==> config.mk <==
export PLATFORM = sky130hd
export DESIGN_NAME = store_buffer_flat
export DESIGN_NICKNAME = d
export VERILOG_FILES = /design/src/rtl/store_buffer_if.sv /design/src/rtl/store_buffer.sv /design/src/flat_wrapper.sv
export SDC_FILE = /design/constraint.sdc
export NUM_CORES = 1
export LEC_CHECK = 0
export CORE_ASPECT_RATIO = 1.4
export CORE_MARGIN = 4
export CORE_UTILIZATION = 60
export CTS_CLUSTER_DIAMETER = 30
export DETAILED_ROUTE_END_ITERATION = 8
export PLACE_DENSITY = 0.85
export RECOVER_POWER = 100
export SYNTH_ARGS = -nofsm -noshare
export SYNTH_HDL_FRONTEND = slang
export SYNTH_SLANG_ARGS = --single-unit
export TNS_END_PERCENT = 10
==> constraint.sdc <==
create_clock -name clk -period 8.3 [get_ports clk]
set_input_delay 1.245 -clock clk [delete_from_list [all_inputs] [get_ports clk]]
set_output_delay 1.245 -clock clk [all_outputs]
set_load 0.03 [all_outputs]
==> src/rtl/store_buffer_if.sv <==
// Store-buffer port bundle: M-stage store/load side, drain side toward data memory and status.
// The slave modport is the buffer itself; the master modport is the pipeline/memory environment.
interface store_buffer_if #(
   parameter int ADDR_W = 32,
   parameter int DATA_W = 32,
   parameter int CNT_W  = 16
);
   logic              mem_write_m;
   logic [ADDR_W-1:0] data_address_m;
   logic [DATA_W-1:0] store_data_m;
   logic              mem_read_m;
   logic [ADDR_W-1:0] load_address_m;
   logic              stall_m;
   logic              fwd_hit_m;
   logic [DATA_W-1:0] fwd_data_m;
   logic              mem_req;
   logic [ADDR_W-1:0] mem_addr;
   logic [DATA_W-1:0] mem_wdata;
   logic              mem_ack;
   logic              empty;
   logic [CNT_W-1:0]  drained_count;

   modport slave (
      input  mem_write_m, data_address_m, store_data_m,
      input  mem_read_m, load_address_m, mem_ack,
      output stall_m, fwd_hit_m, fwd_data_m,
      output mem_req, mem_addr, mem_wdata, empty, drained_count
   );

   modport master (
      output mem_write_m, data_address_m, store_data_m,
      output mem_read_m, load_address_m, mem_ack,
      input  stall_m, fwd_hit_m, fwd_data_m,
      input  mem_req, mem_addr, mem_wdata, empty, drained_count
   );
endinterface

==> src/rtl/store_buffer.sv <==
// Posted-write buffer: in-order FIFO of M-stage stores drained to memory over req/ack,
// with youngest-match store-to-load forwarding on word addresses.
module store_buffer #(
   parameter int DEPTH  = 4,
   parameter int ADDR_W = 32,
   parameter int DATA_W = 32,
   parameter int CNT_W  = 16
) (
   input  logic          clk,
   input  logic          reset,
   store_buffer_if.slave bus
);
   localparam int PTR_W = $clog2(DEPTH);
   localparam int OCC_W = PTR_W + 1;

   typedef enum logic [1:0] {
      S_EMPTY,
      S_ACTIVE,
      S_FULL
   } state_t;

   state_t            r_state;
   state_t            w_state_next;
   logic [OCC_W-1:0]  r_count;
   logic [OCC_W-1:0]  w_count_next;
   logic [PTR_W-1:0]  r_wptr;
   logic [PTR_W-1:0]  r_rptr;
   logic [CNT_W-1:0]  r_drained;
   logic [ADDR_W-1:0] r_addr [DEPTH];
   logic [DATA_W-1:0] r_data [DEPTH];

   logic              w_empty;
   logic              w_full;
   logic              w_push;
   logic              w_pop;
   logic              w_fwd_hit;
   logic [DATA_W-1:0] w_fwd_data;
   logic [PTR_W-1:0]  w_idx;
   logic              w_unused_lsb;

   assign w_empty = (r_state == S_EMPTY);
   assign w_full  = (r_state == S_FULL);
   assign w_push  = bus.mem_write_m & ~w_full;
   assign w_pop   = ~w_empty & bus.mem_ack;

   // Byte offset within the word plays no part in forwarding.
   assign w_unused_lsb = ^bus.load_address_m[1:0];

   always_ff @(posedge clk or negedge reset) begin
      if (!reset) begin
         r_state   <= S_EMPTY;
         r_count   <= '0;
         r_wptr    <= '0;
         r_rptr    <= '0;
         r_drained <= '0;
      end else begin
         r_state <= w_state_next;
         r_count <= w_count_next;
         if (w_push) r_wptr <= r_wptr + PTR_W'(1);
         if (w_pop) begin
            r_rptr    <= r_rptr + PTR_W'(1);
            r_drained <= r_drained + CNT_W'(1);
         end
      end
   end

   always_ff @(posedge clk) begin
      if (w_push) begin
         r_addr[r_wptr] <= bus.data_address_m;
         r_data[r_wptr] <= bus.store_data_m;
      end
   end

   always_comb begin
      w_count_next = r_count;
      w_state_next = r_state;
      case ({w_push, w_pop})
         2'b10:   w_count_next = r_count + OCC_W'(1);
         2'b01:   w_count_next = r_count - OCC_W'(1);
         default: w_count_next = r_count;
      endcase
      if (w_count_next == '0)
         w_state_next = S_EMPTY;
      else if (w_count_next == OCC_W'(DEPTH))
         w_state_next = S_FULL;
      else
         w_state_next = S_ACTIVE;
   end

   // Walk oldest to youngest so the last match seen is the youngest store.
   always_comb begin
      w_fwd_hit  = 1'b0;
      w_fwd_data = '0;
      w_idx      = '0;
      for (int k = 0; k < DEPTH; k++) begin
         w_idx = r_rptr + PTR_W'(k);
         if ((OCC_W'(k) < r_count) &&
             (r_addr[w_idx][ADDR_W-1:2] == bus.load_address_m[ADDR_W-1:2])) begin
            w_fwd_hit  = 1'b1;
            w_fwd_data = r_data[w_idx];
         end
      end
   end

   assign bus.stall_m       = bus.mem_write_m & w_full;
   assign bus.fwd_hit_m     = bus.mem_read_m & w_fwd_hit;
   assign bus.fwd_data_m    = (bus.mem_read_m & w_fwd_hit) ? w_fwd_data : '0;
   assign bus.mem_req       = ~w_empty;
   assign bus.mem_addr      = w_empty ? '0 : r_addr[r_rptr];
   assign bus.mem_wdata     = w_empty ? '0 : r_data[r_rptr];
   assign bus.empty         = w_empty;
   assign bus.drained_count = r_drained;
endmodule

==> src/flat_wrapper.sv <==
// flat-port wrapper written by rule: the top's interface ports become plain ports
module store_buffer_flat 
#(
   parameter int DEPTH  = 4,
   parameter int ADDR_W = 32,
   parameter int DATA_W = 32,
   parameter int CNT_W  = 16
)
  (clk, reset, bus_mem_write_m, bus_data_address_m, bus_store_data_m, bus_mem_read_m, bus_load_address_m, bus_mem_ack, bus_stall_m, bus_fwd_hit_m, bus_fwd_data_m, bus_mem_req, bus_mem_addr, bus_mem_wdata, bus_empty, bus_drained_count);
  store_buffer_if #(.ADDR_W(ADDR_W), .DATA_W(DATA_W), .CNT_W(CNT_W)) bus_i ();
  input  logic clk;
  input  logic reset;
  input wire logic [$bits(bus_i.mem_write_m)-1:0] bus_mem_write_m;
  input wire logic [$bits(bus_i.data_address_m)-1:0] bus_data_address_m;
  input wire logic [$bits(bus_i.store_data_m)-1:0] bus_store_data_m;
  input wire logic [$bits(bus_i.mem_read_m)-1:0] bus_mem_read_m;
  input wire logic [$bits(bus_i.load_address_m)-1:0] bus_load_address_m;
  input wire logic [$bits(bus_i.mem_ack)-1:0] bus_mem_ack;
  output wire logic [$bits(bus_i.stall_m)-1:0] bus_stall_m;
  output wire logic [$bits(bus_i.fwd_hit_m)-1:0] bus_fwd_hit_m;
  output wire logic [$bits(bus_i.fwd_data_m)-1:0] bus_fwd_data_m;
  output wire logic [$bits(bus_i.mem_req)-1:0] bus_mem_req;
  output wire logic [$bits(bus_i.mem_addr)-1:0] bus_mem_addr;
  output wire logic [$bits(bus_i.mem_wdata)-1:0] bus_mem_wdata;
  output wire logic [$bits(bus_i.empty)-1:0] bus_empty;
  output wire logic [$bits(bus_i.drained_count)-1:0] bus_drained_count;
  assign bus_i.mem_write_m = bus_mem_write_m;
  assign bus_i.data_address_m = bus_data_address_m;
  assign bus_i.store_data_m = bus_store_data_m;
  assign bus_i.mem_read_m = bus_mem_read_m;
  assign bus_i.load_address_m = bus_load_address_m;
  assign bus_i.mem_ack = bus_mem_ack;
  assign bus_stall_m = bus_i.stall_m;
  assign bus_fwd_hit_m = bus_i.fwd_hit_m;
  assign bus_fwd_data_m = bus_i.fwd_data_m;
  assign bus_mem_req = bus_i.mem_req;
  assign bus_mem_addr = bus_i.mem_addr;
  assign bus_mem_wdata = bus_i.mem_wdata;
  assign bus_empty = bus_i.empty;
  assign bus_drained_count = bus_i.drained_count;
  store_buffer #(.DEPTH(DEPTH), .ADDR_W(ADDR_W), .DATA_W(DATA_W), .CNT_W(CNT_W)) u_core (.clk(clk), .reset(reset), .bus(bus_i));
endmodule
== Yosys cells after proc, flatten, opt, wreduce, memory -nomap -nowiden ==
Memories as Yosys holds them, arrays and structs flattened.
Index checks and enable logic that the tools add are counted.

* Bitwise operators: 6
* Mux-type cells: 16
* Order comparisons: 4
* $add $sub $neg: 7
* Equality and inequality tests: 8
* Reduce and logical (&&, ||, !) cells: 6

{| class="wikitable"
|+ Operators with widths
! operator !! number
|-
| 32-bit 2-to-1 mux || 7
|-
| 30-bit equality test || 4
|-
| 16-bit by 1-bit adder with 16-bit output, second input constant || 1
|-
| 1-bit by 3-bit less-than comparator with 1-bit output, first input constant || 2
|-
| 2-bit by 3-bit less-than comparator with 1-bit output, first input constant || 2
|-
| 1-bit 2-to-1 mux || 6
|-
| 3-bit one-hot mux with 2 select lines || 1
|-
| 2-bit by 1-bit adder with 2-bit output, second input constant || 2
|-
| 2-bit adder, second input constant || 2
|-
| 1-bit AND || 4
|-
| 2-bit equality test, second input constant || 2
|-
| 1-bit logical AND || 4
|-
| 2-bit 2-to-1 mux || 2
|-
| 3-bit by 1-bit adder with 3-bit output, second input constant || 1
|-
| 3-bit equality test, second input constant || 1
|-
| 3-bit zero test || 1
|-
| 3-bit by 1-bit subtractor with 3-bit output, second input constant || 1
|-
| 2-bit by 1-bit equality test with 1-bit output, second input constant || 1
|-
| 2-bit zero test || 1
|-
| 1-bit inverter || 2
|}

* Output and inout bits: 116
* Memories kept: 2
* Bits of input ports: 101
* Flip-flop bits (word level): 25
* Bits in writable memories: 256

{| class="wikitable"
|+ Memory list
! name !! words !! width !! read ports !! clocked after Yosys merged registers in !! wr ports !! RTL line !! RTL
|-
| u_core.r_addr || 4 || 32 || 4 || 0 || 1 || store_buffer.sv:29 || <nowiki>logic [ADDR_W-1:0] r_addr [DEPTH];</nowiki>
|-
| u_core.r_data || 4 || 32 || 4 || 0 || 1 || store_buffer.sv:30 || <nowiki>logic [DATA_W-1:0] r_data [DEPTH];</nowiki>
|}

== Longest topological paths before layout ==
An unclocked memory read counts as a cell.

* Depth after elaboration: 9
* Depth in mapped cells: 16
* Gate-level depth less buffers: 9

== Least setup slack after synthesis ==
No wires, ideal clock.

* Kind: input to output
* From: input port bus_load_address_m[2]
* To: output port bus_fwd_data_m[2]
* Path slack: 3120 ps
* Arrival: 3935 ps
* Required time: 7055 ps
* Stages: 10
* Cells stage by stage: clkbuf_1 > inv_1 > a221oi_1 > o2111ai_1 > or4_1 > buf_2 > buf_2 > a311oi_1 > o21ai_0 > a221oi_1

* Cells in the longest elaborated chain, start to end: 8
* Elaborated cells between the ends (all ways): 18
* Those cells by class: eq/ne: 4; mux: 9; bitwise: 1; reduce/logical: 4

{| class="wikitable"
|+ Ends and longest elaborated chain
! item !! RTL line !! RTL
|-
| start: declaration || flat_wrapper.sv:17 || <nowiki>input wire logic [$bits(bus_i.load_address_m)-1:0] bus_load_address_m;</nowiki>
|-
| 30-bit equality test || store_buffer.sv:98 || <nowiki>(r_addr[w_idx][ADDR_W-1:2] == bus.load_address_m[ADDR_W-1:2])) begin</nowiki>
|-
| 1-bit logical AND || store_buffer.sv:97 || <nowiki>if ((OCC_W'(k) < r_count) &&</nowiki>
|-
| 1-bit 2-to-1 mux (4 in a row) || store_buffer.sv:97 ||
|-
| 1-bit AND || store_buffer.sv:107 || <nowiki>assign bus.fwd_data_m = (bus.mem_read_m & w_fwd_hit) ? w_fwd_data : '0;</nowiki>
|-
| 32-bit 2-to-1 mux (*) || store_buffer.sv:107 ||
|-
| end: declaration || flat_wrapper.sv:21 || <nowiki>output wire logic [$bits(bus_i.fwd_data_m)-1:0] bus_fwd_data_m;</nowiki>
|}

Mark *: on every way between the ends. The rest lies on a longest branch, timed or not.

== Final worst setup path ==
* From: register u_core.r_rptr[1]
* To: output port bus_fwd_data_m[1]

* Cells in the longest elaborated chain, start to end: 9
* Elaborated cells between the ends (all ways): 23
* Those cells by class: add/sub: 3; eq/ne: 4; mux: 9; bitwise: 1; reduce/logical: 4; memory: 2

{| class="wikitable"
|+ Ends and longest elaborated chain
! item !! RTL line !! RTL
|-
| start: declaration || store_buffer.sv:27 || <nowiki>logic [PTR_W-1:0] r_rptr;</nowiki>
|-
| start signal: assignment || store_buffer.sv:61 || <nowiki>r_rptr <= r_rptr + PTR_W'(1);</nowiki>
|-
| 2-bit by 1-bit adder with 2-bit output or memory 4 x 32 bit (tied branches) || - ||
|-
| memory 4 x 32 bit or 30-bit equality test (tied branches) || - ||
|-
| 30-bit equality test or 1-bit logical AND (tied branches) || store_buffer.sv:98, store_buffer.sv:97 ||
|-
| 1-bit logical AND or 1-bit 2-to-1 mux (tied branches) || store_buffer.sv:97 ||
|-
| 1-bit 2-to-1 mux (3 in a row) || store_buffer.sv:97 ||
|-
| 1-bit AND || store_buffer.sv:107 ||
|-
| 32-bit 2-to-1 mux (*) || store_buffer.sv:107 ||
|}

Marked as above.

==> out/metrics.csv <==
metric,value,unit
status,"finished, violations left",
violations,"capacitance limit, slew limit",
grt_pass1_wl,80100,um
grt_max_degree,86,
synth_edf_count,256,
max_freq,132,MHz
rsz0062_at_grt,no,
insertion_delay,540,ps
clockPowerShare,0.232,
postCtsSetupBuffers,0,
min_period_over_period,0.915,
final_common_cell,mux2i_1,
slew_viol_final,362,
synth_xor_area_frac,0.0630,
holdPathStages,1,
wl_per_cell,24.4,um
path_clk_slew,50,ps
start_util,0.612,
drive_gt1_frac,0.152,
drc,0,
pin_count,217,
dr_total_vias,14000,
synthSimpleGateAreaFrac,0.0930,
place_inst,2048,
avgViaCountPerCell,6.56,
ir_worst_vdd,0.277,mV
async_flop_share,0.0890,
root_buffer,clkbuf_16,
endpoint_kind,primary output,
synth_top_family_by_area,multiplexers,
combPwrFrac,0.514,
reg2reg_depth,4,
ys_types,65,
htreeDepth,2,
place_congestion,0.932,
fin_setup_tns,0,ps
whs_endpoint,u_core.bus.drained_count[15]$_DFFE_PN0P_,
synth-adder-area-share,0.00677,
final_cells,2139,
cts_buffers,47,
drtPass1Iterations,5,
synth_nets,1682,
slew_headroom,-1.88,
syn_area,18500,sq um
synth_ff_type,edfxtp_1,
grt_pass1_vias,14200,
final_area,22200,sq um
seq_area_frac_synth,0.450,
fin_ws,706,ps
grt_overflow,0,
die_area,33700,sq um
antenna_found_initial,8,
hold_buffers,0,
start_kind,flop,
final_nets,1823,
areaGrowthSynthToFinish,20.0,%
min_from,u_core.bus.drained_count[15]$_DFFE_PN0P_,
place_area,20600,sq um
grt_usage,0.301,
tritoncts,built,
r2r_slack,3540,ps
synth_compound_area_frac,0.117,
p_switching,3.46,mW
pre_cts_ws,1240,ps
fin_crit,7590,ps
p_int,4.90,mW
final_cell_mix,"mux2i_1 (275), edfxtp_1 (256), dlygate4sd3_1 (138), xnor2_1 (111), mux2_2 (81)",
core_region_area,30200,sq um
fin_worst_skew,14.3,ps
cts-resized-gates,0,
cp_max_fo,64,
worstPathRequired,7050,ps
dpl.hpwl,34100,um
finalWirelength,52100,um
arrival,6350,ps
cts_buffer_depth,3,
syn_inst,1571,
r2r_start,u_core.r_wptr[0]$_DFFE_PN0P_,
num_rows,75,
synth_area_per_cell,11.8,sq um
pwr-share-seq,0.254,
regToRegEndpoint,u_core.r_data[2][4]$_DFFE_PP_,
io_buffers,214,
switching_share,0.414,
crit_type,reg -> out,
synthMuxAreaShare,0.224,
min_path_type,reg -> reg,
die_h,216,um
drt-initial-drc-count,1141,
p_per_area,377,nW/um^2
antenna_left,0,
cts_sinks,281,
worst_pin_slew,4320,ps
p_leak,7.99,nW
hold_viol,0,
ys_ff_latch,281,
ys_warn_count,0,
die_w,156,um
setup_violations,0,
maxCapViolCount,8,
final_core_util,0.734,
cells by family (layout without fill, tap and decap cells):
logic type / Yosys count / in the layout
simple gates: 325 / 325
flops: 281 / 281
buf+inv: 169 / 346
other cells: 0 / 6
mux: 378 / 378
compound gates: 275 / 275
fa+ha+maj: 10 / 10
xor+xnor: 133 / 133
power by group through the flow:
stage,Clock [mW],Sequential [mW],Combinational (mW)
2_1_floorplan,0,2.03,3.17
3_3_place_gp,0,2.10,4.21
3_5_place_dp,0,2.12,4.27
4_1_cts,1.96,2.10,4.31
5_1_grt,2.02,2.16,4.56
6_report,1.94,2.12,4.30
worst max-delay path, stage by stage (launching register included):
cell and delay, ps:
dfrtp_4 770, clkbuf_2 900, mux2i_1 410, mux2i_1 150
xnor2_1 270, nand4_1 140, nor4_1 620, nand3_4 770
o21ba_2 450, a221oi_1 470, dlygate4sd3_1 810
cell usage after synthesis (all sizes together), types with 3 or more instances:
cell type / count / area [sq um]
a211oi: 4 / 30.0
nand3: 12 / 72.6
a221oi: 37 / 505
xnor2: 111 / 972
nand2: 67 / 251
edfxtp: 256 / 7690
and4: 3 / 26.3
nor2: 62 / 233
inv: 16 / 60.1
buf: 74 / 504
nor4: 44 / 282
a311oi: 32 / 280
clkbuf: 78 / 293
a21oi: 51 / 255
nor3: 9 / 45.0
nor2b: 4 / 25.0
a31oi: 3 / 18.8
a2111oi: 4 / 78.8
and2: 60 / 375
o21ba: 32 / 320
dfrtp: 25 / 626
xor2: 22 / 193
o2bb2ai: 3 / 26.3
ha: 10 / 125
mux2: 83 / 938
o22ai: 7 / 43.8
o21ai: 80 / 400
mux4: 20 / 450
mux2i: 275 / 2750
and3: 9 / 56.3
nand4: 48 / 300
layout make-up:
type	count	area, sq um
well taps	385	482
clock buffers	63	1320
repair buffers	244	2370
flip-flops and latches	281	8320
diodes	6	15.0
inverters	17	66.3
clock inverters	22	268
fillers	2084	8050
multi-input cells	1121	9330
through the flow:
stage | hold slack [ps] | power [mW]
4_1_cts | 474 | 8.37
2_1_floorplan | 519 | 5.20
6_report | 464 | 8.36
3_3_place_gp | 466 | 6.31
3_5_place_dp | 465 | 6.40
5_1_grt | 510 | 8.75
worst max-delay path by stage:
stage | cells after the start | end | start | slack, ps
after floorplan | 10 | bus_fwd_data_m[2] | bus_load_address_m[2] | 3120
after global placement | 11 | bus_fwd_data_m[1] | bus_load_address_m[2] | 1310
after global routing | 10 | bus_fwd_data_m[1] | u_core.r_rptr[1]$_DFFE_PN0P_ | 440
after detailed placement | 11 | bus_fwd_data_m[1] | bus_load_address_m[2] | 1240
final | 10 | bus_fwd_data_m[1] | u_core.r_rptr[1]$_DFFE_PN0P_ | 710
after CTS | 11 | bus_fwd_data_m[31] | u_core.r_rptr[0]$_DFFE_PN0P_ | 1020
metal layers:
metal | track usage | up-vias | routed length, um
li1 | - | 6311 | -
met1 | 0.364 | 6804 | 19100
met2 | 0.513 | 758 | 26500
met3 | 0.0525 | 165 | 3970
met4 | 0.155 | 4 | 2490
met5 | 0 | - | 23
flip-flops by register name (all words and copies together), names as in the netlist:
register / flops
u_core.r_state: 2
u_core.bus.drained_count: 16
u_core.r_wptr: 2
u_core.r_data: 128
u_core.r_addr: 128
u_core.r_rptr: 2
u_core.r_count: 3
Note: power is estimated with default switching activity, not from simulation.
